==> config.mk <==
export PLATFORM = sky130hd
export DESIGN_NAME = segment_count_ctrl
export DESIGN_NICKNAME = d
export VERILOG_FILES = /design/src/rtl/segment_count_ctrl.sv
export SDC_FILE = /design/constraint.sdc
export NUM_CORES = 1
export LEC_CHECK = 0
export CORE_MARGIN = 2
export CORE_UTILIZATION = 25
export DETAILED_ROUTE_END_ITERATION = 10
export GPL_TIMING_DRIVEN = 0
export PLACE_DENSITY = 0.47
export SLEW_MARGIN = 15
export SYNTH_ARGS = -nofsm -noshare
export SYNTH_HDL_FRONTEND = slang
export SYNTH_SLANG_ARGS = --single-unit
==> constraint.sdc <==
create_clock -name i_Clk -period 9.05 [get_ports i_Clk]
set_input_delay 1.3575 -clock i_Clk [delete_from_list [all_inputs] [get_ports i_Clk]]
set_output_delay 1.3575 -clock i_Clk [all_outputs]
set_load 0.02 [all_outputs]
==> src/rtl/segment_count_ctrl.sv <==
// segment_count_ctrl
// Sequences the two-digit seven-segment counter. Switch releases are
// captured as pending events, serialised by a round-robin arbiter and
// applied one at a time to a 0..c_COUNT_LIMIT count kept as BCD digits.
// A programmable lockout (HOLD) follows each applied event.

module segment_count_ctrl #(
    parameter int c_COUNT_LIMIT = 99,
    parameter int c_HOLD_CYCLES = 4
) (
    input  logic       i_Clk,
    input  logic       i_Rst_L,
    input  logic [3:0] i_Switches,
    input  logic       i_Ovf_Clr,
    output logic [3:0] o_Tens,
    output logic [3:0] o_Ones,
    output logic [3:0] o_LEDs,
    output logic [3:0] o_Grant,
    output logic       o_Count_Valid,
    output logic       o_Busy,
    output logic       o_Overflow
);

    localparam logic [7:0] c_LIMIT = 8'(c_COUNT_LIMIT);
    localparam logic [7:0] c_HOLD  = 8'(c_HOLD_CYCLES);

    typedef enum logic [1:0] {
        IDLE  = 2'd0,
        APPLY = 2'd1,
        HOLD  = 2'd2
    } state_t;

    state_t      state_reg, state_next;
    logic [3:0]  prev_reg;
    logic [3:0]  pending_reg, pending_next;
    logic [1:0]  ptr_reg, ptr_next;
    logic [7:0]  hold_reg, hold_next;
    logic [7:0]  count_reg, count_next;
    logic [3:0]  tens_reg, ones_reg;
    logic [3:0]  tens_next, ones_next;
    logic [3:0]  leds_reg, leds_next;
    logic [3:0]  grant_reg, grant_next;
    logic        valid_reg, valid_next;
    logic        ovf_reg, ovf_next;

    logic [3:0]  rel_vec;
    logic [3:0]  arb_vec;
    logic [1:0]  arb_idx;
    logic        arb_found;
    logic [3:0]  apply_vec;
    logic [7:0]  op_result;
    logic        ovf_set;

    // Falling edge of each debounced level marks a release
    generate
        for (genvar gi = 0; gi < 4; gi++) begin : g_rel
            assign rel_vec[gi] = prev_reg[gi] & ~i_Switches[gi];
        end
    endgenerate

    // Round-robin pick: first pending switch at or after the pointer
    always_comb begin
        logic [1:0] idx;
        idx       = 2'd0;
        arb_idx   = 2'd0;
        arb_found = 1'b0;
        for (int k = 0; k < 4; k++) begin
            idx = ptr_reg + 2'(k);
            if (!arb_found && pending_reg[idx]) begin
                arb_found = 1'b1;
                arb_idx   = idx;
            end
        end
        arb_vec = arb_found ? (4'b0001 << arb_idx) : 4'b0000;
    end

    // Modulo (limit+1) arithmetic for the granted switch's operation
    always_comb begin
        op_result = count_reg;
        case (arb_idx)
            2'd0: op_result = (count_reg == c_LIMIT) ? 8'd0 : count_reg + 8'd1;
            2'd1: op_result = (count_reg == 8'd0) ? c_LIMIT : count_reg - 8'd1;
            2'd2: op_result = ((count_reg + 8'd10) > c_LIMIT)
                              ? (count_reg + 8'd10) - (c_LIMIT + 8'd1)
                              : count_reg + 8'd10;
            default: op_result = 8'd0;
        endcase
    end

    // Next-state and datapath updates for the IDLE/APPLY/HOLD sequencer
    always_comb begin
        state_next = state_reg;
        ptr_next   = ptr_reg;
        hold_next  = hold_reg;
        count_next = count_reg;
        leds_next  = leds_reg;
        grant_next = 4'b0000;
        valid_next = 1'b0;
        apply_vec  = 4'b0000;

        case (state_reg)
            IDLE: begin
                if (pending_reg != 4'b0000) begin
                    state_next = APPLY;
                end
            end
            APPLY: begin
                if (arb_found) begin
                    apply_vec  = arb_vec;
                    count_next = op_result;
                    leds_next  = leds_reg ^ arb_vec;
                    grant_next = arb_vec;
                    valid_next = 1'b1;
                    ptr_next   = arb_idx + 2'd1;
                end
                if (c_HOLD == 8'd0) begin
                    // No lockout: chain straight into the next grant
                    state_next = ((pending_reg & ~arb_vec) != 4'b0000) ? APPLY : IDLE;
                end else begin
                    hold_next  = c_HOLD;
                    state_next = HOLD;
                end
            end
            HOLD: begin
                hold_next = hold_reg - 8'd1;
                if (hold_reg <= 8'd1) begin
                    hold_next  = 8'd0;
                    state_next = (pending_reg != 4'b0000) ? APPLY : IDLE;
                end
            end
            default: begin
                state_next = IDLE;
            end
        endcase

        // A release on the switch granted this cycle re-arms it; a release on
        // any other still-pending switch has nowhere to go and is dropped
        pending_next = (pending_reg & ~apply_vec) | rel_vec;
        ovf_set      = |(rel_vec & pending_reg & ~apply_vec);
        ovf_next     = ovf_set | (ovf_reg & ~i_Ovf_Clr);

        tens_next = 4'(count_next / 8'd10);
        ones_next = 4'(count_next % 8'd10);
    end

    // FSM state register
    always_ff @(posedge i_Clk or negedge i_Rst_L) begin
        if (!i_Rst_L) begin
            state_reg <= IDLE;
        end else begin
            state_reg <= state_next;
        end
    end

    // Event capture, arbitration pointer, hold timer and registered outputs
    always_ff @(posedge i_Clk or negedge i_Rst_L) begin
        if (!i_Rst_L) begin
            prev_reg    <= 4'b0000;
            pending_reg <= 4'b0000;
            ptr_reg     <= 2'd0;
            hold_reg    <= 8'd0;
            count_reg   <= 8'd0;
            tens_reg    <= 4'd0;
            ones_reg    <= 4'd0;
            leds_reg    <= 4'b0000;
            grant_reg   <= 4'b0000;
            valid_reg   <= 1'b0;
            ovf_reg     <= 1'b0;
        end else begin
            prev_reg    <= i_Switches;
            pending_reg <= pending_next;
            ptr_reg     <= ptr_next;
            hold_reg    <= hold_next;
            count_reg   <= count_next;
            tens_reg    <= tens_next;
            ones_reg    <= ones_next;
            leds_reg    <= leds_next;
            grant_reg   <= grant_next;
            valid_reg   <= valid_next;
            ovf_reg     <= ovf_next;
        end
    end

    assign o_Tens        = tens_reg;
    assign o_Ones        = ones_reg;
    assign o_LEDs        = leds_reg;
    assign o_Grant       = grant_reg;
    assign o_Count_Valid = valid_reg;
    assign o_Overflow    = ovf_reg;
    assign o_Busy        = (state_reg != IDLE) || (pending_reg != 4'b0000);

endmodule
## Word-level counts from Yosys, hierarchy flattened

Cells that the tools add are included.

| cells by class | value |
|---|---|
| add/sub/neg operators | 9 |
| divide/modulo/power cells | 2 |
| order comparisons | 6 |
| equality and inequality tests | 7 |
| shifts and indexed selects | 1 |
| muxes and demuxes | 33 |
| bitwise operators | 17 |
| reductions and logical operators | 16 |

Operators by type and width:

| operator | number |
|---|---|
| 8-bit 2-to-1 mux | 6 |
| 8-bit one-hot mux with 3 select lines | 1 |
| 8-bit one-hot mux with 2 select lines | 1 |
| 8-bit by 1-bit subtractor with 8-bit output (second input constant) | 2 |
| 4-bit bitwise AND | 3 |
| 2-bit by 3-bit < comparator with 1-bit output (second input constant) | 4 |
| 2-bit 2-to-1 mux | 6 |
| 4-bit 2-to-1 mux | 3 |
| 1-bit 2-to-1 mux | 11 |
| 8-bit by 1-bit adder with 8-bit output (second input constant) | 1 |
| 8-bit by 4-bit adder with 8-bit output (second input constant) | 1 |
| 1-bit binary-select mux with 2-bit select | 4 |
| 8-bit by 4-bit divider with 8-bit output (second input constant) | 1 |
| 8-bit by 7-bit == test with 1-bit output (second input constant) | 1 |
| 8-bit by 7-bit > comparator with 1-bit output (second input constant) | 1 |
| 8-bit by 1-bit <= comparator with 1-bit output (second input constant) | 1 |
| 8-bit logical NOT | 1 |
| 8-bit by 4-bit modulo with 8-bit output (second input constant) | 1 |
| 8-bit by 7-bit subtractor with 8-bit output (second input constant) | 1 |
| 2-bit one-hot mux with 3 select lines | 1 |
| 1-bit bitwise AND | 5 |
| 1-bit inverter | 5 |
| 2-bit by 1-bit adder with 2-bit output (second input constant) | 2 |
| 2-bit adder (second input constant) | 2 |
| 16 further kinds | 26 |

| word-level totals | value |
|---|---|
| flip-flop bits (word level) | 46 |
| bits of input ports | 7 |
| output and inout bits | 19 |

## Depth between registers and ports, before layout

| logic depth | value |
|---|---|
| word-level depth | 20 |
| mapped depth | 24 |

## Worst setup path after synthesis

No wires, ideal clock.

| timing path | value |
|---|---|
| kind | register -> register |
| from | reg count_reg[1] |
| to | reg ones_reg[2], in the netlist o_Ones[2] |
| library setup time | 0.131 ns |
| arrival | 4.082 ns |
| required time | 8.919 ns |
| slack | 4.837 ns |
| stages on the path, launching flop included | 20 |
| path buffers | 0 |
| clock period less this slack | 4.213 ns |
| path through | dfrtp_1 inv_1 ha_1 inv_1 ha_1 and2_1 mux2_4 or3_4 a2111oi_4 nor2_4 clkinv_4 nand2_2 a2111oi_4 a221oi_2 mux2i_2 o31ai_1 ha_1 nor3_1 a211oi_1 nand3_1 |

| between the ends | value |
|---|---|
| cells in the longest elaborated chain, start to end | 7 |
| elaborated cells between the ends (all ways) | 14 |
| those cells by class | 4 x add/sub; 1 x div; 1 x order compare; 1 x eq/ne; 6 x mux; 1 x reduce/logical |

RTL lines:

| item | line | RTL |
|---|---|---|
| from (decl) | 38 | `logic [7:0] count_reg, count_next;` |
| from (signal assigned) | 174 | `count_reg <= count_next;` |
| 8-bit by 4-bit adder with 8-bit output | 83, 84, 85 |  |
| 8-bit by 7-bit subtractor with 8-bit output / 8-bit by 7-bit > comparator with 1-bit output (equally long branches) | 84, 83 |  |
| 8-bit 2-to-1 mux | 84 | `? (count_reg + 8'd10) - (c_LIMIT + 8'd1)` |
| 8-bit one-hot mux with 3 select lines (*) | 80 | `case (arb_idx)` |
| 8-bit 2-to-1 mux (*) | 108 | `if (arb_found) begin` |
| 8-bit 2-to-1 mux (*) | 101 | `case (state_reg)` |
| via count_next[7] | 38 |  |
| 8-bit by 4-bit modulo with 8-bit output (*) | 143 | `ones_next = 4'(count_next % 8'd10);` |
| via ones_next[2] | 40 | `logic [3:0] tens_next, ones_next;` |
| to (signal assigned) | 176 | `ones_reg <= ones_next;` |
| to (decl) | 39 | `logic [3:0] tens_reg, ones_reg;` |

The timed path passes the listed nets; every way through them passes the cells marked *.
A chain may end at the register's enable or synchronous reset.

## Worst setup path in the final report

| timing path | value |
|---|---|
| from | reg pending_reg[0] |
| to | reg ones_reg[2], in the netlist o_Ones[2] |

| between the ends | value |
|---|---|
| cells in the longest elaborated chain, start to end | 17 |
| elaborated cells between the ends (all ways) | 29 |
| those cells by class | 1 x div; 2 x eq/ne; 19 x mux; 7 x reduce/logical |

RTL lines:

| item | line | RTL |
|---|---|---|
| from (decl) | 35 | `logic [3:0] pending_reg, pending_next;` |
| from (signal assigned) | 171 | `pending_reg <= pending_next;` |
| 1-bit binary-select mux with 2-bit select | 69 | `if (!arb_found && pending_reg[idx]) begin` |
| 1-bit 2-to-1 mux (not written as such) | 69 |  |
| 1-bit 2-to-1 mux | 69 |  |
| 1-bit logical NOT | 69 |  |
| 1-bit logical AND | 69 |  |
| 1-bit 2-to-1 mux | 69 |  |
| 1-bit logical NOT | 69 |  |
| 1-bit logical AND | 69 |  |
| [3 not listed] | n/a |  |
| 2-bit 2-to-1 mux | 69 |  |
| 2-bit == test (tied with other cells) | 80 |  |
| 8-bit one-hot mux with 3 select lines | 80 |  |
| 8-bit 2-to-1 mux (*) | 108 |  |
| 8-bit 2-to-1 mux (*) | 101 |  |
| via count_next[4] | 38 |  |
| 8-bit by 4-bit modulo with 8-bit output (*) | 143 |  |
| via ones_next[2] | 40 |  |

The timed path passes the listed nets; every way through them passes the cells marked *. The select of a mux whose other input is x is not followed.

==> results by group <==
Layout
  • Nets@finish: 445
  • P&R area growth vs syn: 19.3%
  • Post-route cell area: 4150 um2
  • Final core utilization: 0.302
  • Final antenna diode count: 0
  • Largest register FFs: 8
  • Layout cell share with drive strength beyond 1: 0.138

Status
  • Status: finished clean

Routing
  • 1st-pass router iterations: 4
  • Total wire length: 8.83 mm
  • Total DRC errors in the routed layout: 0
  • Antenna-violating nets left: 0
  • Vias per cell: 4.95
  • Vias post-DR: 2971
  • Drt wl/cell: 14.7 um
  • Iter 0 DRT Violations: 110

STA
  • Worst-margin pin slew: 786 ps
  • Achievable Freq: 199 MHz
  • Slew HR: 0.470
  • Final setup fails: 0
  • Final hold violations: 0
  • Period utilization: 0.554
  • Post-route setup TNS: 0 ps
  • RSZ-0062 raised after global routing: false
  • Min cycle time layout: 5010 ps
  • Hold Slack: 468 ps
  • Final Slew Violations: 0
  • Clock Skew: 6.47 ps

Floorplanning
  • Die area: 14900 um2
  • Core area: 13700 um2
  • Chip Height: 122 um
  • Initial core utilization: 0.253
  • I/O Pins: 26
  • Row Count: 43
  • Die outline width: 122 um

Clock tree
  • Clock Root Buffer: clkbuf_16
  • Worst-skew pair later-pin latency: 280 ps
  • Clock transition at the registers of the reported paths: 60 ps
  • Post CTS Setup Buffer Count: 0
  • CTS resizes: 0
  • CTS tree: built
  • Sink Count: 45
  • Total CTS buffers: 5
  • H-tree depth: 2
  • Clock buffer depth: 2
  • Hold_buf cts: 0

GRT
  • Initial antenna violation count: 0
  • Vias in the first global route: 2906
  • Gr ovfl total: 0
  • GRT Util Overall: 0.123
  • First-pass GRT wire length: 14.9 mm
  • Largest net degree at the start of global routing: 27

Synthesis
  • Syn avg cell area: 9.01 um2
  • Number of synthesized flops with an enable pin: 0
  • Ys async rst share: 1.00
  • Syn Inst Count: 386
  • Ys Warns: 0
  • Part of the Yosys area used for sequential elements: 0.324
  • Count of cell types in the netlist: 83
  • Area leader, netlist: dfrtp_1
  • Yosys reg bits: 45
  • Most common cell in the netlist: dfrtp_1
  • Cell Area, Synth: 3480 um2
  • Post-synth top area share: 0.324
  • Synth area leaders: dfrtp_1 (32%), ha_1 (6.8%), inv_1 (3.7%)
  • Post-synth top flop: dfrtp_1
  • List of most frequent post-synthesis cells: dfrtp_1 (45), inv_1 (34), nand2_1 (33)
  • Post-Synthesis Net Count: 412

Placed design
  • GP Congestion: 0.860
  • PortBufs: 25
  • Post-DP Area: 3980 um2
  • HPWL Detailed: 6.72 mm

Setup path
  • Crit path launch type: register
  • CP Class: register to register
  • CP arrival: 5230 ps
  • CP Capture Type: register
  • Worst-path fanout max: 10
  • Worst EP required: 9270 ps
  • Worst Reg-to-Reg Cells: 21

Worst hold path
  • Hold depth: 1
  • Min-delay worst type: register to register

Flow run
  • MaxCap Viol Count: 0
==> critical path, stage by stage, from the launching register on <==
cell      delay, ps
dfrtp_1         460
nor4_1          560
nor2b_1         200
inv_1           120
ha_1            290
inv_1           140
or3_1           530
nor3_1          200
a31oi_1          50
and3_1          190
buf_4           180
inv_4           120
nand2_1         100
o32ai_1         310
a221oi_2        100
mux2i_2         410
o21ai_0         170
o31ai_1          90
ha_1            300
nor3_1          220
a211oi_1         80
nand3_1         100
==> per-layer routing <==
layer | vias up | GRT usage | wire length, um
met3 | 6 | 0.0211 | 309
met4 | 0 | 0.0230 | 51
li1 | 1475 | - | -
met5 | - | 0 | 0
met2 | 54 | 0.200 | 4090
met1 | 1436 | 0.173 | 4370
==> path summary, 6_finish.rpt <==
path,startpoint,to,slack [ps]
worst max-delay path,pending_reg[0],o_Ones[2],4040
worst min register to register,o_LEDs[3],o_LEDs[3],470
max in group asynchronous,i_Rst_L,count_reg[3],7510
worst min-delay path,o_LEDs[3],o_LEDs[3],470
worst max register to register,pending_reg[0],o_Ones[2],4040
min in group asynchronous,i_Rst_L,pending_reg[2],1030
==> cell families (layout without fill, tap and decap cells) <==
group	after synthesis	after routing	synth area share
and+or+nand+nor	127	127	0.210
AOI/OAI and AO/OA	113	113	0.254
muxes	6	6	0.0201
adders and majority gates	20	20	0.0716
buffers and inverters	56	90	0.0730
DFF	45	45	0.324
xor gates and xnor gates	19	19	0.0479
==> cells in the final DEF, fill, tap and decap left out, types with 4 or more instances in the layout <==
cell              n
a21oi_1          15
a31oi_1           7
buf_2             7
buf_4             5
clkbuf_1          4
clkbuf_16         5
clkdlybuf4s50_1  24
dfrtp_1          45
ha_1             19
inv_1            34
nand2_1          33
nand2b_1          4
nand3_1           9
nand3b_1          6
nor2_1           22
nor2b_1           5
nor3_1            9
o211ai_1          4
o21ai_0          20
o21ai_1           6
o22ai_1           5
or3_1             6
xnor2_1          12
xor2_1            7
==> layout make-up <==
| class | count | area [um2] |
|---|---|---|
| inverter | 40 | 160 |
| tap | 180 | 225 |
| multi-input combinational | 285 | 2100 |
| clock buffer | 7 | 143 |
| timing repair buffer | 26 | 265 |
| sequential | 45 | 1130 |
| fill | 1460 | 9570 |
| clock inverter | 1 | 30.0 |
| buffer | 16 | 93.8 |
==> through the flow <==
stage	setup WS [ps]	std cells
6_report	4040	600
5_1_grt	3500	600
4_1_cts	4040	600
3_5_place_dp	4070	592
3_3_place_gp	4230	591
2_1_floorplan	4840	386
Power is not shown: default switching activity piles up to over one toggle a cycle in this logic, so the estimate is an artifact.
